**src/rtl/conv_stream.sv**
```systemverilog
// conv_stream: streaming 1-D valid convolution.
//   Loads an N-sample x vector and an M-tap filter f over two independent
//   valid/ready channels, then emits y[i] = sum_j x[i+j]*f[j] for
//   i = 0..N-M, one result per handshake, saturated to OW bits
//   (optionally clamped at 0 when RELU=1).
// Ports:
//   clk, reset        rising-edge clock, synchronous active-high reset
//   s_data_in_x/s_valid_x/s_ready_x   x sample channel
//   s_data_in_f/s_valid_f/s_ready_f   filter coefficient channel
//   m_data_out_y/m_valid_y/m_ready_y  result channel
module conv_stream #(
    parameter int N    = 8,
    parameter int M    = 4,
    parameter int DW   = 8,
    parameter int OW   = 18,
    parameter int RELU = 0
) (
    input  logic                 clk,
    input  logic                 reset,
    input  logic signed [DW-1:0] s_data_in_x,
    input  logic                 s_valid_x,
    output logic                 s_ready_x,
    input  logic signed [DW-1:0] s_data_in_f,
    input  logic                 s_valid_f,
    output logic                 s_ready_f,
    output logic signed [OW-1:0] m_data_out_y,
    output logic                 m_valid_y,
    input  logic                 m_ready_y
);

    localparam int XAW = (N > 1) ? $clog2(N) : 1;
    localparam int FAW = $clog2(M);
    localparam int XCW = $clog2(N + 1);
    localparam int FCW = $clog2(M + 1);
    localparam int STW = $clog2(M + 2);
    localparam int PW  = 2 * DW;
    localparam int AW  = 2 * DW + $clog2(M);
    localparam int CW  = ((AW > OW) ? AW : OW) + 1;

    localparam logic [XCW-1:0] N_C   = XCW'(N);
    localparam logic [FCW-1:0] M_CNT = FCW'(M);
    localparam logic [STW-1:0] M_ST  = STW'(M);
    localparam logic [STW-1:0] M1_ST = STW'(M + 1);
    localparam logic [XAW-1:0] LAST  = XAW'(N - M);

    localparam logic [CW-1:0]        ONE  = 1;
    localparam logic signed [CW-1:0] OMAX = $signed((ONE << (OW - 1)) - ONE);
    localparam logic signed [CW-1:0] OMIN = ~OMAX;

    typedef enum logic [1:0] {LOAD, COMPUTE, OUTPUT} state_t;

    state_t                 state;
    logic [XCW-1:0]         x_cnt;
    logic [FCW-1:0]         f_cnt;
    logic [XAW-1:0]         base;
    logic [STW-1:0]         step;
    logic signed [AW-1:0]   acc;

    logic signed [DW-1:0]   x_mem [N];
    logic signed [DW-1:0]   f_mem [M];
    logic signed [DW-1:0]   rd_x;
    logic signed [DW-1:0]   rd_f;
    logic [XAW-1:0]         x_raddr;
    logic [FAW-1:0]         f_raddr;
    logic                   rd_en;

    logic signed [PW-1:0]   prod;
    logic signed [AW-1:0]   prod_ext;
    logic signed [CW-1:0]   acc_ext;
    logic signed [OW-1:0]   sat_val;

    // Ready is gated by reset so both channels read 0 while reset is held
    // and rise as soon as it is released.
    assign s_ready_x = !reset && (state == LOAD) && (x_cnt < N_C);
    assign s_ready_f = !reset && (state == LOAD) && (f_cnt < M_CNT);

    // COMPUTE steps 0..M-1 issue reads; data arrives one cycle later.
    assign rd_en   = (state == COMPUTE) && (step < M_ST);
    assign x_raddr = base + XAW'(step);
    assign f_raddr = FAW'(step);

    always_ff @(posedge clk) begin
        if (s_valid_x && s_ready_x)
            x_mem[x_cnt[XAW-1:0]] <= s_data_in_x;
        if (s_valid_f && s_ready_f)
            f_mem[f_cnt[FAW-1:0]] <= s_data_in_f;
        if (rd_en) begin
            rd_x <= x_mem[x_raddr];
            rd_f <= f_mem[f_raddr];
        end
    end

    assign prod     = PW'(rd_x) * PW'(rd_f);
    assign prod_ext = {{(AW - PW){prod[PW-1]}}, prod};
    assign acc_ext  = {{(CW - AW){acc[AW-1]}}, acc};

    always_comb begin
        sat_val = acc_ext[OW-1:0];
        if (acc_ext > OMAX)
            sat_val = OMAX[OW-1:0];
        else if (acc_ext < OMIN)
            sat_val = OMIN[OW-1:0];
        if ((RELU != 0) && sat_val[OW-1])
            sat_val = '0;
    end

    always_ff @(posedge clk) begin
        if (reset) begin
            state        <= LOAD;
            x_cnt        <= '0;
            f_cnt        <= '0;
            base         <= '0;
            step         <= '0;
            acc          <= '0;
            m_valid_y    <= 1'b0;
            m_data_out_y <= '0;
        end else begin
            case (state)
                LOAD: begin
                    if (s_valid_x && s_ready_x)
                        x_cnt <= x_cnt + 1'b1;
                    if (s_valid_f && s_ready_f)
                        f_cnt <= f_cnt + 1'b1;
                    if ((x_cnt == N_C) && (f_cnt == M_CNT)) begin
                        state <= COMPUTE;
                        step  <= '0;
                        acc   <= '0;
                    end
                end
                COMPUTE: begin
                    step <= step + 1'b1;
                    // Steps 1..M consume the read issued on the previous step.
                    if ((step != '0) && (step <= M_ST))
                        acc <= acc + prod_ext;
                    if (step == M1_ST) begin
                        m_data_out_y <= sat_val;
                        m_valid_y    <= 1'b1;
                        state        <= OUTPUT;
                        step         <= '0;
                    end
                end
                OUTPUT: begin
                    if (m_ready_y) begin
                        m_valid_y <= 1'b0;
                        acc       <= '0;
                        if (base == LAST) begin
                            state <= LOAD;
                            x_cnt <= '0;
                            f_cnt <= '0;
                            base  <= '0;
                        end else begin
                            base  <= base + 1'b1;
                            state <= COMPUTE;
                        end
                    end
                end
                default: state <= LOAD;
            endcase
        end
    end

endmodule

```
**config.mk**
```make
export PLATFORM = sky130hd
export DESIGN_NAME = conv_stream
export DESIGN_NICKNAME = d
export VERILOG_FILES = /design/src/rtl/conv_stream.sv
export SDC_FILE = /design/constraint.sdc
export NUM_CORES = 1
export LEC_CHECK = 0
export ABC_AREA = 0
export ABC_CLOCK_PERIOD_IN_PS = 6600
export CAP_MARGIN = 30
export CORE_AREA = 3 3 148 150
export DETAILED_ROUTE_END_ITERATION = 6
export DIE_AREA = 0 0 151 153
export DONT_BUFFER_PORTS = 1
export PLACE_DENSITY = 0.58
export SLEW_MARGIN = 30
export SYNTH_ARGS = -nofsm -noshare
export SYNTH_HDL_FRONTEND = slang
export SYNTH_SLANG_ARGS = --single-unit
```
**constraint.sdc**
```tcl
create_clock -name clk -period 6.6 [get_ports clk]
set_clock_uncertainty 0.1 [all_clocks]
set_input_delay 0.99 -clock clk [delete_from_list [all_inputs] [get_ports clk]]
set_output_delay 0.99 -clock clk [all_outputs]
set_load 0.1 [all_outputs]
```
==> impl_metrics.ini, run 1 <==
[synthesis]
post_synth_adder_cell_area_pct = 23.5
ys_ff_latch = 164
yosys_warnings = 0
synth_simple_gate_area_share_pct = 11.9
synth_cells = 780
synthArstFlopShare_pct = 0
mappedNetlistNets = 933
count_of_unique_library_cells_instantiated_by_yosys = 58
synth_edf_count = 112
synth_sequential_area_ratio_pct = 45.8
avgSynthCellArea_sq_um = 12.3
main_combinational_cell_family_by_area_after_synthesis = adder cells
syn_area_sq_um = 9630
synth-compound-area-share_pct = 5.51
synth.area.mux_share_pct = 6.77
synthFlopType = edfxtp_1
yosys.area_share.xor_xnor_pct = 1.64

[power]
power_per_cell_area_nw_per_um2 = 205
switching_fraction_of_total_power_pct = 24.1
pwr-share-comb_pct = 1.6
totalPowerFinal_uw = 2160
clock_power_share_pct = 47.1
pwr-share-seq_pct = 51.3
total_leakage_power_uw = 0.00413
worst_vdd_ir_uv = 169
power_switching_uw = 521
internal_power_uw = 1640

[floorplan]
initial_standard_cell_utilization_of_the_core_pct = 46.2
floorplan.io_pins = 42
die_y_microns = 153
fp-row-count = 53
core-area_sq_um = 20800
die_area_sq_um = 23100
fp.dieW_microns = 151

[detailed_routing]
totalWireLength_microns = 19600
detail_route.first_pass.iterations = 5
drt-initial-drc-count = 312
post_drt_wl_per_cell_microns = 18.3
viasPerCell = 5.33
drt_drc_violations_left = 0
num_vias = 5706
drtAntennaViolNets = 0

[placement]
placedCellCount = 1038
gp_congestion = 0.799
port-buffer-count = 0
dp_hpwl_microns = 14200

[timing]
final.min_clock_period_ns = 5.56
max_clock_freq_mhz = 180
tightest_slew_ns = 0.996
grt_setup_unrepaired = false
max_slew_margin_pct = 33.5
maxSlewViolCount = 0
report.final.setup_viol = 0
hold_ws_ns = 0.372
fin_crit_sh_pct = 84.3
finalHoldViolations = 0
setup-tns-final_ns = 0

[cells_and_area]
final_net_count = 935
antenna-diode-count = 0
layout-area-overhead-vs-synth_pct = 9.74
layout_commonest_cell = edfxtp_1
commonest_cells_after_routing_fill_and_taps_aside = 112 x edfxtp_1, 98 x inv_1, 91 x nand2_1
non_filler_cells_in_the_finished_layout = 1070
drive_gt1_share_pct = 10.8

[job]
max-cap-violations = 0

[critical_path]
worst-path-max-fanout = 11
series_of_cell_instances_along_the_critical_path = and2_1, inv_1, fa_1, inv_1, fa_1, fa_1, fa_1, fa_1, ha_1, nor4_1, o21ai_2, a211oi_2, nor3_1, or4b_1, o211ai_2
critPathKind = reg2reg
critical_path_required_ns = 6.86
most_prevalent_standard_cell_on_the_critical_path = fa_1
critPathMaxStageDelay_ns = 0.58
critPathLaunchType = register
critical_path_capture_point_type = register
worst_ep_arrival_time_ns = 5.82
critical_path.slowest_cell = and2_1

[global_route]
grt_first_pass_wirelength_microns = 32000
grt_antenna_before_repair = 0
grt_use_total_pct = 18.0
grt_start_max_net_pins = 47
globalRouteOverflowTotal = 0
via_count_of_the_first_global_routing_pass = 6099

[clock_network]
tritoncts = built
cts.reportedPaths.clkPinSlew_ns = 0.07
post_cts_resize_count = 0
cts-buffers-inserted = 17
cts_root_buffer = clkbuf_16
cts_hold_buf = 0
post_cts.repair.setup_buffers = 0
clock_latency_ns = 0.43
clkSinkCount = 164
htree_num_levels = 4
ctsLongestPathBuffers = 2

[worst_hold_path]
hp-class = reg2reg

[outcome]
status = completed
-- cell usage after synthesis, types with 10 or more instances --
master      n  share of area, %
a21oi_1    43               2.2
and2_1     36               2.3
clkbuf_1   10              0.39
dfxtp_1    52                11
edfxtp_1  112                35
fa_1       81                17
ha_1       51               6.6
inv_1      98               3.8
mux4_2     24               5.6
nand2_1    91               3.5
nand3_1    13              0.68
nor2_1     34               1.3
nor2b_1    11              0.71
o21ai_0    15              0.78
xnor2_1    11               1.0
-- power groups by stage --
| stage | combinational (uW) | clock, uW | sequential (uW) |
|---|---|---|---|
| 4_1_cts | 35.8 | 1040 | 1110 |
| 6_report | 34.6 | 1020 | 1110 |
| 3_3_place_gp | 35.2 | 0 | 1130 |
| 2_1_floorplan | 29.0 | 0 | 1130 |
| 5_1_grt | 38.5 | 1080 | 1110 |
| 3_5_place_dp | 35.6 | 0 | 1130 |
-- layer usage --
metal  share of wire, %  GRT usage, %  vias to the layer above
li1                   -             -                     2662
met1                 44          24.4                     2916
met2                 51          30.0                      114
met3                4.4          3.56                       14
met4               0.86          4.53                        0
met5                  0             0                        -
-- logic make-up after synthesis --
kind of cell	Yosys count
compound gates	84
xor+xnor	18
fa+ha+maj	132
buf+inv	120
flops	164
mux	34
simple gates	228
-- state kept, by name, summed over array words and instances (netlist names) --
register / flops
x_mem: 64
f_mem: 32
acc: 18
m_data_out_y: 18
rd_f: 8
rd_x: 8
x_cnt: 4
base: 3
f_cnt: 3
step: 3
state: 2
m_valid_y: 1
-- worst max-delay path, delay by kind of cell (launching register included) --
family | cells | cell delay, ns
flops | 1 | 0.49
compound gates | 3 | 0.47
buf+inv | 2 | 0.18
simple gates | 4 | 1.48
fa+ha+maj | 6 | 2.77
-- worst paths after layout --
kind / start / endpoint / slack (ns) / cells after the start
worst max-delay path: rd_f[0]$_DFFE_PP_ / acc[17]$_SDFFE_PP0P_ / 1.04 / 15
worst min-delay path: acc[1]$_SDFFE_PP0P_ / acc[1]$_SDFFE_PP0P_ / 0.37 / 2
worst max register to register: rd_f[0]$_DFFE_PP_ / acc[17]$_SDFFE_PP0P_ / 1.04 / 15
worst min register to register: acc[1]$_SDFFE_PP0P_ / acc[1]$_SDFFE_PP0P_ / 0.37 / 2
-- metrics by stage --
| step | worst slack, ns | util [%] | cell area, sq um |
|---|---|---|---|
| after floorplan | 1.29 | - | 9630 |
| after global placement | 1.23 | 47.7 | 9940 |
| after detailed placement | 1.07 | 47.8 | 9940 |
| after CTS | 1.03 | 50.7 | 10600 |
| after global routing | 0.755 | 50.7 | 10600 |
| final | 1.04 | 50.7 | 10600 |
-- final cells by class --
| class | count | area, sq um |
|---|---|---|
| inverters | 98 | 368 |
| fillers | 1829 | 10300 |
| clock inverters | 15 | 194 |
| clock buffers | 17 | 425 |
| multi-input cells | 496 | 4770 |
| repair buffers | 5 | 57.6 |
| flip-flops and latches | 164 | 4400 |
| well taps | 275 | 344 |
No activity file was read; power rests on OpenSTA's default activity.
==> run 2: changes to the inputs <==
ABC_AREA = 1   (was 0)
ABC_CLOCK_PERIOD_IN_PS = 5700   (was 6600)
CORE_AREA = 3 3 150 152   (was 3 3 148 150)
DIE_AREA = 0 0 153 155   (was 0 0 151 153)
clock period = 5.7 ns   (was 6.6 ns; I/O delays follow)
==> run 2 against run 1 <==
Compared with the run above:
- first-iteration DRC count up 2.6%
- non-clock buffer count up 9
- clock power up 18%
- global-route usage down 0.071 points
- combinational power up 22%
- critical endpoint is now acc[12]$_SDFFE_PP0P_
- sequential share of layout area down 1.3 points
- sequential cell count unchanged
- register-to-register slack worse by 0.29 ns
- cell area up 3.2%
- utilization up 0.81 points
- highest routed layer unchanged
- largest power group unchanged
- final cell count up 22%
==> impl_metrics.ini, run 2 <==
[cells_and_area]
final_core_util_pct = 51.5
largest_register_ff_count = 64
layout.filler_cells = 1915
final_net_count = 1167
layout_commonest_cell = inv_1
antenna-diode-count = 0
drive_gt1_share_pct = 6.72
layout-area-overhead-vs-synth_pct = 10.0
commonest_cells_after_routing_fill_and_taps_aside = 202 x inv_1, 184 x nand2_1, 112 x edfxtp_1
multi_input_gate_area_in_the_final_layout_sq_um = 4600
ff_latch_area_sq_um = 4410

[synthesis]
synthFlopType = edfxtp_1
synth_most_common_cell = inv_1
synth_sequential_area_ratio_pct = 44.4
synth.area.mux_share_pct = 0.808
yosysTopAreaCell = edfxtp_1
synth-compound-area-share_pct = 8.56
synthArstFlopShare_pct = 0
post_synth_adder_cell_area_pct = 22.8
avgSynthCellArea_sq_um = 9.73
synth.top_cells.by_count = 202 x inv_1, 184 x nand2_1, 112 x edfxtp_1
synth_simple_gate_area_share_pct = 13.5
mappedNetlistNets = 1171
main_combinational_cell_family_by_area_after_synthesis = adder cells
synth_edf_count = 112
yosys.area_share.xor_xnor_pct = 0.530
ys_ff_latch = 164
syn_area_sq_um = 9910
count_of_unique_library_cells_instantiated_by_yosys = 36
synthTopCellsByArea = edfxtp_1 34%, fa_1 16%, dfxtp_1 11%, inv_1 7.7%, nand2_1 7.0%
yosys_warnings = 0
synthDominantCellAreaShare_pct = 33.9
synth_cells = 1018

[clock_network]
clock_latency_ns = 0.43
htree_num_levels = 4
ctsLongestPathBuffers = 2
cts.reportedPaths.clkPinSlew_ns = 0.07
post_cts_resize_count = 0
clkSinkCount = 164
post_cts.repair.setup_buffers = 0
cts_root_buffer = clkbuf_16
tritoncts = built
cts_hold_buf = 0
cts-buffers-inserted = 17

[floorplan]
die_y_microns = 155
fp-row-count = 53
core-area_sq_um = 21200
fp.dieW_microns = 153
initial_standard_cell_utilization_of_the_core_pct = 46.8
die_area_sq_um = 23700
floorplan.io_pins = 42

[critical_path]
worst-path-max-fanout = 8
critPathLaunchType = register
worst_ep_arrival_time_ns = 5.17
critical_path_required_ns = 5.92
critPathKind = reg2reg
critical_path_capture_point_type = register

[detailed_routing]
totalWireLength_microns = 20300
viasPerCell = 4.91
drt_drc_violations_left = 0
num_vias = 6392
post_drt_wl_per_cell_microns = 15.6
detail_route.first_pass.iterations = 4
drt-initial-drc-count = 320
drtAntennaViolNets = 0

[power]
total_leakage_power_uw = 0.00488
power_per_cell_area_nw_per_um2 = 232
worst_vdd_ir_uv = 187

[timing]
setup-tns-final_ns = 0
maxSlewViolCount = 0
grt_setup_unrepaired = false
fin_crit_sh_pct = 86.9
report.final.setup_viol = 0
max_slew_margin_pct = 33.0
final.min_clock_period_ns = 4.95
max_clock_freq_mhz = 202
tightest_slew_ns = 1.00
finalHoldViolations = 0

[global_route]
grt_use_total_pct = 17.9
grt_first_pass_wirelength_microns = 33500
grt_antenna_before_repair = 0
grt_start_max_net_pins = 57
via_count_of_the_first_global_routing_pass = 6395
globalRouteOverflowTotal = 0

[outcome]
status = completed

[job]
max-cap-violations = 0

[placement]
port-buffer-count = 0
dp_hpwl_microns = 15200
gp_congestion = 0.840

[worst_hold_path]
hp-class = reg2reg
==> run 2: logic make-up (layout without fill, tap and decap cells) <==
| logic type | Yosys count | count (layout) |
|---|---|---|
| AND/OR/NAND/NOR | 317 | 317 |
| buffers and inverters | 241 | 250 |
| flip-flops | 164 | 164 |
| AO/OA/AOI/OAI | 150 | 150 |
| adder cells (fa/ha/maj) | 132 | 132 |
| multiplexers | 8 | 8 |
| XOR/XNOR | 6 | 6 |
==> run 2: path summary, 6_finish.rpt <==
path,from,end,slack (ns),depth (start not counted)
worst max-delay path,rd_f[7]$_DFFE_PP_,acc[12]$_SDFFE_PP0P_,0.75,16
worst min-delay path,acc[1]$_SDFFE_PP0P_,acc[1]$_SDFFE_PP0P_,0.36,2
worst max register to register,rd_f[7]$_DFFE_PP_,acc[12]$_SDFFE_PP0P_,0.75,16
worst min register to register,acc[1]$_SDFFE_PP0P_,acc[1]$_SDFFE_PP0P_,0.36,2
==> run 2: through the flow <==
step                cell area, sq um  instances  setup slack [ns]  total power [uW]  hold slack [ns]
floorplan                       9910       1018             0.923              1340            0.344
global placement               10200       1268             0.808              1360            0.348
detailed placement             10200       1268             0.710              1360            0.349
CTS                            10900       1300             0.719              2560            0.361
global route                   10900       1302             0.402              2620            0.362
finish                         10900       1302             0.746              2530            0.362
==> run 2: report_power, final <==
part / leakage (uW) / internal (uW) / switching, uW / total (uW)
Clock: 0.000306 / 641 / 558 / 1200
Combinational: 0.00314 / 13.4 / 28.7 / 42.1
Sequential: 0.00143 / 1280 / 4.57 / 1290
Total: 0.00488 / 1940 / 592 / 2530
==> run 2: metal layers <==
layer / up-vias / share of wire, % / track usage (%)
met2: 93 / 48 / 29.1
met3: 16 / 3.6 / 3.23
met4: 0 / 1.6 / 5.22
li1: 3236 / - / -
met1: 3047 / 47 / 25.0
met5: - / 0 / 0
==> run 2: critical path, cell delays in order (launching register included) <==
cell	delay (ns)
edfxtp_1	0.40
inv_1	0.15
or2_2	0.32
fa_1	0.50
fa_1	0.55
inv_1	0.06
fa_1	0.50
fa_1	0.57
fa_1	0.43
ha_1	0.37
a21oi_1	0.19
nand2_1	0.12
nand3_1	0.09
nand2_1	0.08
or2_2	0.29
nand3_2	0.08
a21oi_2	0.04
==> run 2: layout make-up <==
cell class              instances  share of cell area (%)
inverters                     204                    7.02
clock buffers                  17                    3.90
well taps                     275                    3.16
repair buffers                 14                    1.43
multi-input cells             613                    42.2
clock inverters                15                    1.88
flip-flops and latches        164                    40.4
==> run 3: changes to the inputs <==
ABC_CLOCK_PERIOD_IN_PS = 4000   (was 5700)
PLACE_DENSITY = 0.6   (was 0.58)
clock period = 4 ns   (was 5.7 ns; I/O delays follow)
==> run 3 against run 2 <==
Compared with the run above:
- routed wire length up 6.4%
- register-to-register slack worse by 1.3 ns
- final cell count up 6.1%
- global-route usage up 1.0 points
- utilization up 5.3 points
- highest routed layer unchanged
- worst hold slack worse by 0.23 ns
- critical endpoint is now acc[15]$_SDFFE_PP0P_
- clock-buffer cell count unchanged
- critical path depth up 4
- the flow now finishes with violations (negative setup slack)
==> impl_metrics.ini, run 3 (same netlist as run 2, synthesis figures left out) <==
[global_route]
grt_start_max_net_pins = 33
grt_antenna_before_repair = 0
grt_use_total_pct = 19.0
globalRouteOverflowTotal = 0
grt_first_pass_wirelength_microns = 35800
via_count_of_the_first_global_routing_pass = 7068

[critical_path]
critPathKind = reg2reg
critical_path_required_ns = 4.22
critPathLaunchType = register
critical_path.slowest_cell = fa_1
worst-path-max-fanout = 10
worst_ep_arrival_time_ns = 4.76
series_of_cell_instances_along_the_critical_path = buf_6, nand2_4, clkinvlp_4, buf_12, fa_1, inv_2, fa_1, inv_1, fa_1, fa_1, ha_4, ha_4, nand2_4, buf_4, nor2_4, nand3_2, nand3_1, nand2_1, nand3_1, a21oi_2
r2r.worst_path.cells = 20
critPathMaxStageDelay_ns = 0.57
most_prevalent_standard_cell_on_the_critical_path = fa_1
critical_path_capture_point_type = register

[cells_and_area]
antenna-diode-count = 0
largest_register_ff_count = 64
final_net_count = 1246
drive_gt1_share_pct = 21.2
commonest_cells_after_routing_fill_and_taps_aside = 187 x inv_1, 162 x nand2_1, 112 x edfxtp_1
layout-area-overhead-vs-synth_pct = 21.2
non_filler_cells_in_the_finished_layout = 1381
layout_commonest_cell = inv_1
layout.filler_cells = 1791
fin_area_sq_um = 12000

[outcome]
status = complete, but fails checks
failed_checks = negative setup slack

[power]
switching_fraction_of_total_power_pct = 24.0
power_per_cell_area_nw_per_um2 = 302
worst_vdd_ir_uv = 250
clock_power_share_pct = 47.9
internal_power_uw = 2760
pwr-share-seq_pct = 50.5
power_switching_uw = 870
total_leakage_power_uw = 0.00526
pwr-share-comb_pct = 1.6

[worst_hold_path]
hold_depth = 1
hp-class = in2reg

[clock_network]
ctsLongestPathBuffers = 2
cts_root_buffer = clkbuf_16
clkSinkCount = 164
cts-buffers-inserted = 17
clock_latency_ns = 0.43
htree_num_levels = 4
tritoncts = built
cts.reportedPaths.clkPinSlew_ns = 0.07

[floorplan]
initial_standard_cell_utilization_of_the_core_pct = 46.8
core-area_sq_um = 21200
die_area_sq_um = 23700
floorplan.io_pins = 42
fp.dieW_microns = 153
fp-row-count = 53
die_y_microns = 155

[timing]
worst_slack_ns = -0.537
grt_setup_unrepaired = true
max_slew_margin_pct = 31.0
hold_ws_ns = 0.129
final.min_clock_period_ns = 4.54
max_clock_freq_mhz = 220
maxSlewViolCount = 0
report.final.setup_viol = 12
tightest_slew_ns = 1.03
finalHoldViolations = 0
fin_crit_sh_pct = 113
setup-tns-final_ns = -4.54

[detailed_routing]
viasPerCell = 4.92
post_drt_wl_per_cell_microns = 15.6
drt-initial-drc-count = 330
drt_drc_violations_left = 0
detail_route.first_pass.iterations = 4
totalWireLength_microns = 21500
num_vias = 6793
drtAntennaViolNets = 0

[placement]
gp_congestion = 0.869
port-buffer-count = 0
placedCellCount = 1336
dpl_cell_area_sq_um = 11100
dp_hpwl_microns = 15800

[job]
max-cap-violations = 0
-- run 3: critical path: cells and delay by family (launching register included) --
kind	cells	cell delay, ns
simple gates	7	0.60
compound gates	1	0.06
buf+inv	6	0.62
flops	1	0.43
fa+ha+maj	6	2.62
-- run 3: path summary, 6_finish.rpt --
kind                        from                     to  slack, ns
max            rd_x[7]$_DFFE_PP_   acc[15]$_SDFFE_PP0P_      -0.54
min                        reset  x_cnt[3]$_SDFFE_PP0P_       0.13
max reg2reg    rd_x[7]$_DFFE_PP_   acc[15]$_SDFFE_PP0P_      -0.54
min reg2reg  acc[6]$_SDFFE_PP0P_    acc[6]$_SDFFE_PP0P_       0.36
-- run 3: area by class of cell --
cell class | count | area [sq um] | share of cell area [%]
clock buffers | 17 | 425 | 3.54
clock inverters | 15 | 201 | 1.68
inverters | 204 | 772 | 6.43
multi-input cells | 613 | 5100 | 42.5
flip-flops and latches | 164 | 4410 | 36.7
well taps | 275 | 344 | 2.86
repair buffers | 93 | 763 | 6.35
-- run 3: timing repair --
item,4_1_cts,5_1_grt
pin swaps,29,11
setup buffers,11,2
hold buffers,0,0
endpoints found under the setup margin,13,13
resized for setup,39,24
-- run 3: power by group through the flow --
stage / registers (uW) / logic, uW / clock network (uW)
finish: 1830 / 58.6 / 1740
global route: 1830 / 66.0 / 1820
CTS: 1830 / 60.3 / 1770
detailed placement: 1870 / 60.0 / 0
global placement: 1870 / 59.3 / 0
floorplan: 1870 / 44.1 / 0
-- run 3: per-layer routing --
metal  global-route usage (%)  up-vias  part of all wire [%]
met1                     24.5     3249                    45
met4                     5.56        0                   1.5
met3                     2.92       20                   3.4
met5                        0        -                     0
met2                     33.4      120                    50
li1                         -     3404                     -
-- run 3: metrics by stage --
stage / utilization (%) / worst slack, ns / power (uW)
after floorplan: - / -0.365 / 1910
after global placement: 52.4 / -0.654 / 1930
after detailed placement: 52.4 / -0.674 / 1930
after CTS: 56.4 / -0.511 / 3660
after global routing: 56.8 / -0.741 / 3720
final: 56.8 / -0.537 / 3630
